**config.mk**
```make
export PLATFORM = sky130hd
export DESIGN_NAME = gun_hit_detector
export DESIGN_NICKNAME = d
export VERILOG_FILES = /design/src/rtl/gun_hit_detector.sv
export SDC_FILE = /design/constraint.sdc
export NUM_CORES = 1
export LEC_CHECK = 0
export ABC_CLOCK_PERIOD_IN_PS = 2500
export BUFFER_PORTS_ARGS = -buffer_cell sky130_fd_sc_hd__buf_2
export CAP_MARGIN = 25
export CORE_ASPECT_RATIO = 1.5
export CORE_MARGIN = 2
export CORE_UTILIZATION = 35
export DETAILED_ROUTE_END_ITERATION = 16
export HOLD_SLACK_MARGIN = 0.02
export SYNTH_ARGS = -nofsm -noshare
export SYNTH_HDL_FRONTEND = slang
export SYNTH_SLANG_ARGS = --single-unit
```
**constraint.sdc**
```tcl
create_clock -name clk -period 2.5 [get_ports clk]
set_input_delay 0.5 -clock clk [delete_from_list [all_inputs] [get_ports clk]]
set_output_delay 0.5 -clock clk [all_outputs]
set_load 0.1 [all_outputs]
```
**src/rtl/gun_hit_detector.sv**
```systemverilog
`timescale 1ns/1ps
`default_nettype none
// ============================================================================
// Module      : gun_hit_detector
// Description : Light-gun front end. Synchronises and debounces the trigger,
//               issues a frame-aligned shot_fired pulse, watches the
//               photodiode while the target box is shown and reports a hit
//               (duck_hit level) or a miss (shot_miss pulse).
// Revision    : 1.0 - initial release
// ============================================================================
module gun_hit_detector #(
    parameter int unsigned DEBOUNCE_CYCLES  = 65000,
    parameter int unsigned SETTLE_FRAMES    = 1,
    parameter int unsigned WINDOW_FRAMES    = 3,
    parameter int unsigned LIGHT_MIN_CYCLES = 2000,
    parameter int unsigned TARGET_FRAMES    = 60
) (
    input  logic clk,
    input  logic rst,               // asynchronous, active low
    input  logic trigger_raw,
    input  logic sensor_raw,
    input  logic new_frame,
    input  logic gun_is_connected,
    output logic shot_fired,
    output logic duck_hit,
    output logic shot_miss,
    output logic busy
);

    localparam int DB_W = $clog2(DEBOUNCE_CYCLES + 1);
    localparam int LC_W = $clog2(LIGHT_MIN_CYCLES + 1);
    localparam int FC_W = $clog2(TARGET_FRAMES + 1);

    localparam logic [DB_W-1:0] DB_LAST    = DB_W'(DEBOUNCE_CYCLES - 1);
    localparam logic [LC_W-1:0] LC_LAST    = LC_W'(LIGHT_MIN_CYCLES - 1);
    localparam logic [FC_W-1:0] FC_SETTLE  = FC_W'(SETTLE_FRAMES);
    localparam logic [FC_W-1:0] FC_TIMEOUT = FC_W'(SETTLE_FRAMES + WINDOW_FRAMES);
    localparam logic [FC_W-1:0] FC_TARGET  = FC_W'(TARGET_FRAMES);

    typedef enum logic [2:0] {
        S_IDLE   = 3'd0,
        S_SYNC   = 3'd1,
        S_SETTLE = 3'd2,
        S_SAMPLE = 3'd3,
        S_HOLD   = 3'd4
    } state_t;

    logic            trig_meta_q, trig_sync_q;
    logic            sens_meta_q, sens_sync_q;
    logic [DB_W-1:0] db_cnt_q;
    logic            trig_db_q, trig_db_prev_q;
    logic            shot_req;

    state_t          state_q, state_d;
    logic [FC_W-1:0] frame_cnt_q, frame_cnt_d, frame_inc;
    logic [LC_W-1:0] light_cnt_q, light_cnt_d;
    logic            duck_hit_q, duck_hit_d;

    // Two-flop synchronisers for the asynchronous trigger and photodiode inputs
    always_ff @(posedge clk or negedge rst) begin
        if (!rst) begin
            trig_meta_q <= 1'b0;
            trig_sync_q <= 1'b0;
            sens_meta_q <= 1'b0;
            sens_sync_q <= 1'b0;
        end else begin
            trig_meta_q <= trigger_raw;
            trig_sync_q <= trig_meta_q;
            sens_meta_q <= sensor_raw;
            sens_sync_q <= sens_meta_q;
        end
    end

    // Debounce: the level only flips after DEBOUNCE_CYCLES consecutive disagreeing samples
    always_ff @(posedge clk or negedge rst) begin
        if (!rst) begin
            db_cnt_q       <= '0;
            trig_db_q      <= 1'b0;
            trig_db_prev_q <= 1'b0;
        end else begin
            trig_db_prev_q <= trig_db_q;
            if (trig_sync_q == trig_db_q) begin
                db_cnt_q <= '0;
            end else if (db_cnt_q == DB_LAST) begin
                db_cnt_q  <= '0;
                trig_db_q <= ~trig_db_q;
            end else begin
                db_cnt_q <= db_cnt_q + 1'b1;
            end
        end
    end

    assign shot_req  = trig_db_q & ~trig_db_prev_q;
    assign frame_inc = (frame_cnt_q == '1) ? frame_cnt_q : frame_cnt_q + 1'b1;

    // FSM state and counter registers
    always_ff @(posedge clk or negedge rst) begin
        if (!rst) begin
            state_q     <= S_IDLE;
            frame_cnt_q <= '0;
            light_cnt_q <= '0;
            duck_hit_q  <= 1'b0;
        end else begin
            state_q     <= state_d;
            frame_cnt_q <= frame_cnt_d;
            light_cnt_q <= light_cnt_d;
            duck_hit_q  <= duck_hit_d;
        end
    end

    // Next-state logic; a lost gun connection overrides every other decision
    always_comb begin
        state_d     = state_q;
        frame_cnt_d = frame_cnt_q;
        light_cnt_d = light_cnt_q;
        duck_hit_d  = duck_hit_q;
        shot_fired  = 1'b0;
        shot_miss   = 1'b0;

        if ((state_q != S_IDLE) && !gun_is_connected) begin
            state_d     = S_IDLE;
            frame_cnt_d = '0;
            light_cnt_d = '0;
            duck_hit_d  = 1'b0;
        end else begin
            case (state_q)
                S_IDLE: begin
                    frame_cnt_d = '0;
                    light_cnt_d = '0;
                    duck_hit_d  = 1'b0;
                    if (shot_req && gun_is_connected) begin
                        state_d = S_SYNC;
                    end
                end
                S_SYNC: begin
                    // The target box is drawn starting with this frame
                    if (new_frame) begin
                        shot_fired  = 1'b1;
                        frame_cnt_d = '0;
                        state_d     = S_SETTLE;
                    end
                end
                S_SETTLE: begin
                    // Sensor deliberately ignored while display and diode catch up
                    if (new_frame) begin
                        frame_cnt_d = frame_inc;
                    end
                    if (frame_cnt_d >= FC_SETTLE) begin
                        state_d = S_SAMPLE;
                    end
                end
                S_SAMPLE: begin
                    if (new_frame) begin
                        frame_cnt_d = frame_inc;
                    end
                    if (sens_sync_q) begin
                        light_cnt_d = (light_cnt_q == LC_LAST) ? light_cnt_q : light_cnt_q + 1'b1;
                    end else begin
                        light_cnt_d = '0;
                    end
                    // A hit takes precedence over a window timeout in the same cycle
                    if (sens_sync_q && (light_cnt_q == LC_LAST)) begin
                        duck_hit_d  = 1'b1;
                        light_cnt_d = '0;
                        state_d     = S_HOLD;
                    end else if (new_frame && (frame_cnt_d >= FC_TIMEOUT)) begin
                        shot_miss   = 1'b1;
                        light_cnt_d = '0;
                        state_d     = S_HOLD;
                    end
                end
                S_HOLD: begin
                    // Blocks new shots until the target has been on screen its full time
                    if (new_frame) begin
                        frame_cnt_d = frame_inc;
                    end
                    if (frame_cnt_d >= FC_TARGET) begin
                        state_d     = S_IDLE;
                        frame_cnt_d = '0;
                        duck_hit_d  = 1'b0;
                    end
                end
                default: begin
                    state_d     = S_IDLE;
                    frame_cnt_d = '0;
                    light_cnt_d = '0;
                    duck_hit_d  = 1'b0;
                end
            endcase
        end
    end

    assign duck_hit = duck_hit_q;
    assign busy     = (state_q != S_IDLE);

endmodule
`default_nettype wire

```
==> out/qor.csv <==
metric;value;unit
CTS tree;yes;
via count;1944;
net switching power;272;µW
Clock power frac;0.364;
Netlist cell types;54;
Avg WL per Cell;14.4;µm
Tot GR Track Use;0.147;
FF+latch count, synth;43;
I/O pin count;10;
Starting Density;0.357;
Leak;1.23;nW
row cnt;37;
clock buffer count from CTS;5;
pin count of the biggest net entering global routing;23;
Post-synth EDFFs;0;
first-pass GRT wire length;8.94;mm
status;finished, final reports clean;
Post-synth top cells;dfrtp_1, nor2_1, nand2_1;
RSZ-0062 raised after global routing;false;
post-route cell area;2730;µm²
Final Slew Violations;0;
Final WS setup;0.0822;ns
Setup crit start;frame_cnt_q[0];
worst-path fanout max;6;
max_slew headroom;0.648;
proportion of netlist area held by the largest area contributor;0.443;
total wire length;5.03;mm
Post-Layout Cell Count;349;
layout cells sized above 1;0.159;
crit path capture type;output pin;
FMAX;414;MHz
chip width;72.0;µm
largest area contributor in the netlist;dfrtp_1;
register area share after synthesis;0.443;
clk root buf;clkbuf_8;
Final ANT Viol Nets;0;
final net count;279;
GR Overflow Total;0;
IO Port Bufs;9;
Slew @ Worst Pin;0.522;ns
Syn-to-layout area delta;12.2;%
Clock transition at path regs;0.08;ns
routability cong.;0.867;
Num Clock Sinks;43;
DR DRC count;0;
sw frac;0.230;
Synth area leaders;dfrtp_1, xor2_1, nor2_1, nand3_1, nand4_1;
H-tree levels;2;
Cell Pwr Density;435;nW/µm²
chip height;106;µm
sequential share of power;0.598;
core area;6810;µm²
Max IR drop VDD;0.336;mV
Post-Syn Area;2430;µm²
Tcrit/Tclk final;0.967;
P_int;912;µW
R2R Path Start;frame_cnt_q[0];
Max Root-Sink Buffers;2;
Gate power share;0.038;
DP Area;2610;µm²
pre-CTS setup slack;0.203;ns
antenna violations before repair;0;
top-count cell post-synth;dfrtp_1;
Worst setup SP type;flop;
Main synth FF type;dfrtp_1;
Mean Syn Cell Area;9.60;µm²
Clk Latency, worst-skew pair;0.29;ns
Detailed Place HPWL;3.64;mm
placed cell count;340;
vias in the first global route;1892;
worst min-delay path category;primary input to asynchronous set/reset pin;
Post-Route Setup TNS;0;ns
max-cap viol count;0;
Synthesized Nets;262;
DRT Pass-1 Iters;4;
Final Hold Fails;0;
yosys warns;0;
Setup violations, final;0;
ANT cells;0;
Final Total Pwr;1.18;mW
Vias/cell;5.57;
Critical Path AT;1.92;ns
Starting DRT DRC Count;71;
CTS Hold Buffers Added;0;
Worst Clk Skew;0.00785;ns
Async S/R FF share, synth;1.00;
Fillers;659;
post-layout util;0.400;
worst setup path class;flop to output pin;
Mapped Cells;253;
Tmin final;2.42;ns
worst endpoint required time;2.00;ns
hold_ws;0.153;ns
die area;7640;µm²
## worst paths after layout
path / depth (start not counted) / slack, ns / to
min: 1 / 0.15 / frame_cnt_q[1]
max reg2reg: 7 / 0.35 / light_cnt_q[7]
min in group clk: 1 / 0.31 / trig_meta_q
max: 6 / 0.08 / shot_miss
max in group asynchronous: 2 / 1.66 / light_cnt_q[0]
min reg2reg: 0 / 0.35 / sens_sync_q
## cell type report
| cell class | count | area [µm²] | area share |
|---|---|---|---|
| Clock buffer | 6 | 72.6 | 0.0266 |
| Clock inverter | 2 | 12.5 | 0.00459 |
| Tap cell | 78 | 97.6 | 0.0358 |
| Inverter | 6 | 22.5 | 0.00826 |
| Multi-Input combinational cell | 190 | 1280 | 0.468 |
| Timing Repair Buffer | 24 | 168 | 0.0615 |
| Sequential cell | 43 | 1080 | 0.395 |
## per-layer routing
layer | global-route usage | vias up | wire (µm)
met2 | 0.254 | 42 | 2610
li1 | - | 956 | -
met3 | 0.0265 | 7 | 166
met4 | 0.0580 | 0 | 91
met1 | 0.177 | 939 | 2160
met5 | 0 | - | 0
## placed cells by master, fill, tap and decap left out, drive strengths merged, types with 3 or more instances in the layout
master  netlist  final
o311ai        3      3
a21boi        3      3
a31oi         5      5
and3          9      9
nor3          4      4
nor2b         4      4
dfrtp        43     43
inv           6      6
xor2         16     16
o22a          5      5
nand4        12     12
buf           8     24
o21ai         9      9
nand2        20     20
and2          5      5
a32oi         3      3
nand4b        3      3
nor2         24     24
o211ai        3      3
and4          3      3
clkbuf        6      6
nand3        16     16
a21oi        11     11
xnor2         4      4
ha            3      3
## sequential cells by signal, summed over array words and instances (netlist names), 3 cells and up
register and flops:
light_cnt_q 11, frame_cnt_q 6, db_cnt_q 16, state_q 3
## kinds of logic (layout without fill, tap and decap cells)
| group | after synthesis | in the layout | synth area share |
|---|---|---|---|
| buf+inv | 20 | 38 | 0.0396 |
| simple gates | 110 | 110 | 0.245 |
| fa+ha+maj | 3 | 3 | 0.0154 |
| flops | 43 | 43 | 0.443 |
| xor+xnor | 20 | 20 | 0.0721 |
| compound gates | 53 | 53 | 0.167 |
| mux | 4 | 4 | 0.0175 |
## critical path: stages, from the launching register on
cell and delay (ns):
dfrtp_1 0.39, ha_1 0.22, and2_4 0.18, or3_4 0.35
a32oi_4 0.24, nor2_4 0.07, buf_8 0.18
## timing repair
action,CTS,global route
pin swaps,0,2
gates resized for setup,4,1
buffers inserted,0,1
setup endpoints to repair,1,1
## power by group through the flow
stage | Clock [mW] | Sequential [mW] | Combinational [mW]
floorplan | 0 | 0.722 | 0.0184
global placement | 0 | 0.722 | 0.0455
detailed placement | 0 | 0.722 | 0.0462
CTS | 0.447 | 0.708 | 0.0469
global route | 0.473 | 0.709 | 0.0528
finish | 0.431 | 0.708 | 0.0453
Note: power is estimated with default switching activity, not from simulation.
